## config.mk

```make
export PLATFORM = sky130hd
export DESIGN_NAME = mdu_hilo
export DESIGN_NICKNAME = d
export VERILOG_FILES = /design/src/rtl/mdu_pkg.sv /design/src/rtl/mdu_iter.sv /design/src/rtl/mdu_hilo.sv
export SDC_FILE = /design/constraint.sdc
export NUM_CORES = 1
export LEC_CHECK = 0
export CAP_MARGIN = 25
export CORE_MARGIN = 4
export CORE_UTILIZATION = 50
export DETAILED_ROUTE_END_ITERATION = 16
export PLACE_DENSITY = 0.83
export SLEW_MARGIN = 15
export SYNTH_ARGS = -nofsm -noshare
export SYNTH_HDL_FRONTEND = slang
export SYNTH_HIERARCHICAL = 1
export SYNTH_SLANG_ARGS = --single-unit
```

## constraint.sdc

```tcl
create_clock -name clk -period 9.34 [get_ports clk]
set_input_delay 1.401 -clock clk [delete_from_list [all_inputs] [get_ports clk]]
set_output_delay 1.401 -clock clk [all_outputs]
set_load 0.02 [all_outputs]
```

## src/rtl/mdu_pkg.sv

```systemverilog
// Shared definitions for the HI/LO multiply/divide unit: op encodings, FSM states
// and the iteration-counter sizing helper.
package mdu_pkg;

    typedef enum logic [1:0] {
        MDU_MULT  = 2'b00,
        MDU_MULTU = 2'b01,
        MDU_DIV   = 2'b10,
        MDU_DIVU  = 2'b11
    } mdu_op_e;

    typedef enum logic [1:0] {
        IDLE = 2'b00,
        RUN  = 2'b01,
        FIN  = 2'b10
    } mdu_state_e;

    // Bits needed to count WIDTH iterations (0..WIDTH-1).
    function automatic int unsigned cnt_width(input int unsigned w);
        return (w > 1) ? $clog2(w) : 1;
    endfunction

endpackage

```

## src/rtl/mdu_iter.sv

```systemverilog
// One combinational iteration of the MDU: shift-add multiply or restoring divide,
// operating on a {upper, lower} double-width accumulator.
module mdu_iter #(
    parameter int unsigned WIDTH = 32
) (
    input  logic                 is_div_i,
    input  logic [2*WIDTH-1:0]   acc_i,
    input  logic [WIDTH-1:0]     opnd_i,
    output logic [2*WIDTH-1:0]   acc_o
);

    logic [WIDTH:0]   mul_sum;
    logic [WIDTH:0]   rem_sh;
    logic [WIDTH-1:0] rem_diff;
    logic             fits;

    always_comb begin
        // Multiply: lower half holds the remaining multiplier bits, LSB first.
        mul_sum  = {1'b0, acc_i[2*WIDTH-1:WIDTH]} + (acc_i[0] ? {1'b0, opnd_i} : '0);
        // Divide: upper half is the partial remainder, lower half shifts in quotient bits.
        rem_sh   = {acc_i[2*WIDTH-1:WIDTH], acc_i[WIDTH-1]};
        fits     = (rem_sh >= {1'b0, opnd_i});
        rem_diff = rem_sh[WIDTH-1:0] - opnd_i;
        if (is_div_i) begin
            acc_o = {(fits ? rem_diff : rem_sh[WIDTH-1:0]), acc_i[WIDTH-2:0], fits};
        end else begin
            acc_o = {mul_sum, acc_i[WIDTH-1:1]};
        end
    end

endmodule

```

## src/rtl/mdu_hilo.sv

```systemverilog
// Multi-cycle multiply/divide unit owning the architectural HI/LO registers.
// Operands are reduced to magnitudes at issue and the sign is restored in FIN.
module mdu_hilo
    import mdu_pkg::*;
#(
    parameter int unsigned WIDTH = 32
) (
    input  logic             clk,
    input  logic             reset,
    input  logic             start,
    input  logic [1:0]       op,
    input  logic [WIDTH-1:0] a,
    input  logic [WIDTH-1:0] b,
    input  logic             wr_hi,
    input  logic             wr_lo,
    input  logic [WIDTH-1:0] wdata,
    output logic             busy,
    output logic             done,
    output logic [WIDTH-1:0] hi,
    output logic [WIDTH-1:0] lo
);

    localparam int unsigned CW = cnt_width(WIDTH);
    localparam int unsigned AW = 2 * WIDTH;

    mdu_state_e       state_q, state_d;
    logic [CW-1:0]    cnt_q, cnt_d;
    logic [AW-1:0]    acc_q, acc_d;
    logic [WIDTH-1:0] opnd_q, opnd_d;
    logic             is_div_q, is_div_d;
    logic             neg_res_q, neg_res_d;
    logic             neg_rem_q, neg_rem_d;
    logic             bzero_q, bzero_d;
    logic [WIDTH-1:0] hi_q, hi_d;
    logic [WIDTH-1:0] lo_q, lo_d;
    logic             done_q, done_d;

    logic [AW-1:0]    step_acc;

    mdu_iter #(.WIDTH(WIDTH)) u_iter (
        .is_div_i (is_div_q),
        .acc_i    (acc_q),
        .opnd_i   (opnd_q),
        .acc_o    (step_acc)
    );

    logic             op_signed;
    logic             op_div;
    logic             a_neg;
    logic             b_neg;
    logic [WIDTH-1:0] a_mag;
    logic [WIDTH-1:0] b_mag;
    logic [AW-1:0]    prod;
    logic [WIDTH-1:0] quot;
    logic [WIDTH-1:0] rem;

    always_ff @(posedge clk) begin
        if (reset) begin
            state_q   <= IDLE;
            cnt_q     <= '0;
            acc_q     <= '0;
            opnd_q    <= '0;
            is_div_q  <= 1'b0;
            neg_res_q <= 1'b0;
            neg_rem_q <= 1'b0;
            bzero_q   <= 1'b0;
            hi_q      <= '0;
            lo_q      <= '0;
            done_q    <= 1'b0;
        end else begin
            state_q   <= state_d;
            cnt_q     <= cnt_d;
            acc_q     <= acc_d;
            opnd_q    <= opnd_d;
            is_div_q  <= is_div_d;
            neg_res_q <= neg_res_d;
            neg_rem_q <= neg_rem_d;
            bzero_q   <= bzero_d;
            hi_q      <= hi_d;
            lo_q      <= lo_d;
            done_q    <= done_d;
        end
    end

    always_comb begin
        state_d   = state_q;
        cnt_d     = cnt_q;
        acc_d     = acc_q;
        opnd_d    = opnd_q;
        is_div_d  = is_div_q;
        neg_res_d = neg_res_q;
        neg_rem_d = neg_rem_q;
        bzero_d   = bzero_q;
        hi_d      = hi_q;
        lo_d      = lo_q;
        done_d    = 1'b0;

        op_signed = (op == MDU_MULT) || (op == MDU_DIV);
        op_div    = (op == MDU_DIV) || (op == MDU_DIVU);
        a_neg     = op_signed & a[WIDTH-1];
        b_neg     = op_signed & b[WIDTH-1];
        a_mag     = a_neg ? -a : a;
        b_mag     = b_neg ? -b : b;

        prod      = neg_res_q ? -acc_q : acc_q;
        quot      = neg_res_q ? -acc_q[WIDTH-1:0] : acc_q[WIDTH-1:0];
        rem       = neg_rem_q ? -acc_q[AW-1:WIDTH] : acc_q[AW-1:WIDTH];

        case (state_q)
            IDLE: begin
                if (wr_hi) hi_d = wdata;
                if (wr_lo) lo_d = wdata;
                if (start) begin
                    is_div_d  = op_div;
                    neg_res_d = a_neg ^ b_neg;
                    neg_rem_d = a_neg;
                    bzero_d   = (b == '0);
                    // Multiplier rides in the accumulator; multiplicand is the addend.
                    opnd_d    = op_div ? b_mag : a_mag;
                    acc_d     = {{WIDTH{1'b0}}, (op_div ? a_mag : b_mag)};
                    cnt_d     = '0;
                    state_d   = RUN;
                end
            end
            RUN: begin
                acc_d = step_acc;
                cnt_d = cnt_q + CW'(1);
                if (cnt_q == CW'(WIDTH - 1)) state_d = FIN;
            end
            FIN: begin
                if (is_div_q) begin
                    lo_d = bzero_q ? {WIDTH{1'b1}} : quot;
                    hi_d = rem;
                end else begin
                    hi_d = prod[AW-1:WIDTH];
                    lo_d = prod[WIDTH-1:0];
                end
                done_d  = 1'b1;
                state_d = IDLE;
            end
            default: state_d = IDLE;
        endcase
    end

    assign busy = (state_q != IDLE);
    assign done = done_q;
    assign hi   = hi_q;
    assign lo   = lo_q;

endmodule

```

; After elaboration in Yosys (flattened, before gate mapping)
; Cells that the tools add are included.
[word_totals]
mem_bits_ro = 0
ramBits = 0
mem_count = 0
reg_bits = 172
output_inout_bits = 66
latchBits = 0
[op_classes]
eq_ne = 9
n_reduce_logical = 13
div_mod_pow = 0
magnitude_cmp = 1
shifts = 0
multipliers = 0
n_mux = 25
add_sub_neg = 8
n_bitwise = 3
[ops]
columns = op, n
row1 = $mux 32, 13
row2 = $mux 64, 3
row3 = $neg 32->32, 4
row4 = $pmux 32 s2, 2
row5 = $pmux 64 s2, 1
row6 = $neg 64->64, 1
row7 = $add 32x33->33, 1
row8 = $ge 33x32->1, 1
row9 = $logic_not 32->1, 1
row10 = $sub 32x32->32, 1
row11 = $pmux 5 s2, 1
row12 = $reduce_and 2->1, 5
row13 = $ne 2x2->1 const B, 4
row14 = $eq 2x2->1 const B, 3
row15 = $reduce_bool 2->1, 3
row16 = $add 5x1->5 const B, 1
row17 = $eq 5x5->1 const B, 1
row18 = $mux 5, 1
row19 = $logic_not 2->1, 2
row20 = $mux 2, 2
row21 = $pmux 2 s2, 1
row22 = $and 1x1->1, 2
row23 = $eq 2x1->1 const B, 1
row24 = $logic_or 1x1->1, 2
row25 = other kinds (2), 2

; Logic depth before layout (Yosys ltp)
[depth]
depth_word = 7
mapped_depth = 15

; Modules after synthesis
; Netlist, hierarchy kept.
[modules_own_cells]
columns = mod, n_inst, area_per_inst_um2, cells_each
row1 = mdu_hilo, 1, 10761.6, 1416
row2 = mdu_iter, 1, 4698.3, 671

; Worst setup path before layout
; OpenSTA, ideal clock, no wires.
[synth_path]
path_type = input -> register
from = in a[5]
to = reg acc_q[25]
path_buffers = 1
path_stages = 7
setup_time_ns = 0.132
required_ns = 9.208
slack_ns = 5.884
arrival_ns = 3.324
path_cell_list = or4_1 clkbuf_1 nor4b_2 a41oi_1 xor2_1 a221oi_1 a21oi_1
[synth_between]
elab_chain_len = 5
[synth_rtl]
columns = item, line_no
row1 = start: declaration, mdu_hilo.sv:12  ; input logic [WIDTH-1:0] a,
row2 = $neg 32->32, mdu_hilo.sv:102  ; a_mag = a_neg ? -a : a;
row3 = $mux 32, mdu_hilo.sv:102
row4 = $mux 32, mdu_hilo.sv:120  ; acc_d = {{WIDTH{1'b0}}, (op_div ? a_mag : b_mag)};
row5 = $mux 64, mdu_hilo.sv:113  ; if (start) begin
row6 = $pmux 64 s2, mdu_hilo.sv:109  ; case (state_q)
row7 = end signal: assignment, mdu_hilo.sv:61  ; acc_q <= '0;
row8 = end signal: assignment, mdu_hilo.sv:73  ; acc_q <= acc_d;
row9 = end: declaration, mdu_hilo.sv:28  ; logic [AW-1:0] acc_q, acc_d;
; Every way passes these cells. The select of a mux whose other input is x is not followed.
; A chain may end at the register's enable or synchronous reset.

; Worst setup path after layout
[layout_path]
from = reg acc_q[37]
to = reg acc_q[39]
[layout_between]
elab_chain_len = 4
elab_cells_between_ends = 6
classes_between = add/sub: 2 / order compare: 1 / mux: 3
[layout_rtl]
columns = item, line_no
row1 = $sub 32x32->32 / $ge 33x32->1 (equally long branches), "mdu_iter.sv:23, mdu_iter.sv:22"
row2 = $mux 32, mdu_iter.sv:25  ; acc_o = {(fits ? rem_diff : rem_sh[WIDTH-1:0]), acc_i[WIDTH-2:0], fits};
row3 = $mux 64 *, mdu_iter.sv:24  ; if (is_div_i) begin
row4 = net step_acc[39], mdu_hilo.sv:38  ; logic [AW-1:0] step_acc;
row5 = $pmux 64 s2 *, mdu_hilo.sv:109
; The timed path passes the listed nets; every way through them passes the cells marked *.

==> results.py <==
metrics = {
    "synth": {
        "synth_commonest_cells": "a21oi_1 (221), nand2_1 (201), dfxtp_1 (172)",
        "synth_top_area_cell": "dfxtp_1",
        "synth_area_mm2": 0.01546,
        "synth_seq_area_share": 0.2227,
        "yosysMostFrequentCell": "a21oi_1",
        "synth_nets": 2262,
        "synth_top_area_frac": 0.2227,
        "synth_cells": 2087,
        "synth_edf_count": 0,
        "ys_types": 88,
        "synth.area.top_cells": "dfxtp_1 (22%), a21oi_1 (7.2%), ha_1 (5.7%)",
        "synth-seq-cells": 172,
        "async_flop_share": 0,
        "ys_warn_count": 6,
        "syn_area_per_cell_um2": 7.408,
        "ys.flop_type": "dfxtp_1",
    },
    "floorplan": {
        "io_pins": 169,
        "coreArea_mm2": 0.03051,
        "die_w_um": 183.8,
        "std_cell_rows": 64,
        "die_y_um": 183.8,
        "initial_core_util": 0.5067,
        "dieArea_mm2": 0.03380,
    },
    "worst_setup_path": {
        "startpoint_type": "flop",
        "critical-path-max-stage-delay_ns": 0.60,
        "crit_top_cell": "nand2_1",
        "rr_endpoint": "acc_q[39]",
        "cp_cell_sequence": "ha_1 > a211o_1 > o31ai_1 > o21a_1 > o21ai_1 > nand3_1 > nand2_1 > buf_4 > mux2i_1 > o21ai_0 > nand2_1 > a21oi_1",
        "reg2reg_slack_ns": 5.00,
        "cp_max_fo": 13,
        "end_kind": "flop",
        "path_delay_family": "compound AO/OA/AOI/OAI gates",
        "critPathRequiredTime_ns": 9.71,
        "rr_worst_depth": 12,
        "regToRegStartpoint": "acc_q[37]",
        "crit_type": "reg2reg",
        "arrival_ns": 4.71,
        "slowest_stage": "dfxtp_1",
        "critPathBufInv": 1,
    },
    "sta": {
        "finClkSkew_ns": 0.01749,
        "drv_slew": 0,
        "setup_viol": 0,
        "finalSetupTns_ns": 0,
        "fmax_mhz": 230.7,
        "tightest_slew_ns": 1.066,
        "finalCritPeriodShare": 0.4642,
        "hold_violations": 0,
        "slew_headroom": 0.2838,
        "min_period_ns": 4.335,
        "rsz0062_at_grt": "false",
    },
    "finish": {
        "n_antenna_cell": 0,
        "fin_util": 0.5857,
        "finalNetCount": 2334,
        "drive_gt1_frac": 0.06218,
        "area_delta_synth_final_pct": 15.59,
    },
    "power": {
        "p_sw_uw": 967.8,
        "p_sw_frac": 0.3965,
        "leakage_uw": 0.006874,
        "p_clk_frac": 0.296,
        "seqPwrFrac": 0.352,
        "p_comb_frac": 0.352,
        "power_density_mw_per_mm2": 136.6,
        "irDropWorstVdd_mv": 0.1579,
        "power.internal_uw": 1473,
    },
    "worst_hold_path": {
        "worst_hold_path_type": "reg2reg",
        "hold_start": "lo[9]",
        "hold_depth": 2,
        "min_to": "lo[9]",
    },
    "clock_network": {
        "htree_num_levels": 4,
        "cts_root_buf": "clkbuf_16",
        "cts.sinks": 172,
        "cts_buffer_depth": 2,
        "cts_made_buffers": 17,
        "clk_latency_ns": 0.45,
        "cts-hold-fix-buffers": 0,
        "cts_resized": 0,
        "postCtsSetupBuffers": 0,
        "clk_pin_slew_ns": 0.08,
        "cts_tree": "built",
    },
    "global_route": {
        "gr-total-overflow": 0,
        "track_usage": 0.3391,
        "grt_pass1_wl_mm": 91.95,
        "grt_pass1_vias": 16080,
        "grt_max_degree": 79,
        "grt_antenna_before_repair": 1,
    },
    "status": {
        "outcome": "finished, final reports clean",
    },
    "drt": {
        "ant_nets": 0,
        "vias": 17580,
        "wl_mm": 60.48,
        "vias_per_cell": 6.847,
        "wl_per_cell_um": 23.56,
        "detailedRoute.firstIterationViolations": 2388,
        "remaining_drc_errors": 0,
        "first_pass_iters": 7,
    },
    "placed_design": {
        "gp_congestion": 1.009,
        "dp_hpwl_mm": 45.37,
        "port_buffers": 168,
    },
    "job": {
        "drv_cap": 0,
    },
}
-- power by group through the flow --
stage	Sequential, uW	Clock [uW]	Combinational (uW)
CTS	853	723	831
global route	861	754	915
floorplan	857	0	543
detailed placement	870	0	824
finish	858	722	860
global placement	869	0	809
-- layer usage --
| layer | up-vias | share of wire | GRT usage |
|---|---|---|---|
| li1 | 7970 | - | - |
| met1 | 8203 | 0.40 | 0.4567 |
| met2 | 1183 | 0.44 | 0.5180 |
| met3 | 220 | 0.12 | 0.07915 |
| met4 | 0 | 0.050 | 0.1500 |
| met5 | - | 0 | 0 |
-- cell families after synthesis --
logic type,Yosys count,share of synthesized area
muxes,61,0.04209
AOI/OAI and AO/OA,687,0.2954
and+or+nand+nor,743,0.2466
buffers and inverters,206,0.05123
xor gates and xnor gates,146,0.08271
DFF,172,0.2227
adders and majority gates,72,0.05924
-- area by class of cell --
type	instances	area (um^2)
clock buffers	17	425.4
clock inverters	14	157.7
fillers	2748	12640
inverters	71	266.5
multi-input cells	1709	11250
flip-flops and latches	172	3447
well taps	396	495.5
repair buffers	188	1831
-- cell usage in the layout (no fill, tap or decap), types with 23 or more instances in the layout --
cell type / n
mux2i_1: 29
clkdlybuf4s50_1: 167
a221oi_1: 26
o21ai_0: 94
a31oi_1: 34
ha_1: 70
nor3_1: 52
or3_1: 29
a21oi_1: 221
o211ai_1: 23
dfxtp_1: 171
nor4_1: 33
nand2_1: 200
xnor2_1: 90
o221ai_1: 32
mux2_2: 32
nand4_1: 25
a22oi_1: 25
inv_1: 69
nor2_1: 133
a21o_1: 38
and2_1: 40
nand3_1: 73
and3_1: 36
xor2_1: 56
-- worst register-to-register path: cells and delay by family, from the launching register on --
kind	cells	cell delay, ns
compound gates	6	1.76
fa+ha+maj	1	0.41
buf+inv	1	0.40
flops	1	0.60
mux	1	0.15
simple gates	3	0.97
-- registers in the layout, summed over array words and instances, names as in the netlist --
name       cells
acc_q         64
hi            32
lo            32
opnd_q        32
cnt_q          5
state_q        2
bzero_q        1
done           1
is_div_q       1
neg_rem_q      1
neg_res_q      1
-- through the flow --
stage	hold WS [ns]	std cells	instance area, um^2	total power [uW]	setup WS [ns]
4_1_cts	0.4632	2563	17840	2407	5.216
2_1_floorplan	0.4266	2087	15460	1399	5.884
5_1_grt	0.4785	2567	17870	2530	4.878
6_report	0.4613	2567	17870	2441	5.005
3_3_place_gp	0.4425	2531	17250	1679	5.021
3_5_place_dp	0.4521	2532	17260	1695	4.999
-- how the worst max path moves through the flow --
stage	startpoint	end	slack [ns]	cells past startpoint
2_1_floorplan	a[5]	acc_q[25]	5.88	7
3_3_place_gp	op[1]	opnd_q[21]	5.02	6
3_5_place_dp	op[1]	acc_q[2]	5.00	6
4_1_cts	acc_q[37]	acc_q[39]	5.22	12
5_1_grt	acc_q[33]	acc_q[39]	4.88	13
6_report	acc_q[37]	acc_q[39]	5.00	12
No activity file was read; power rests on OpenSTA's default activity.
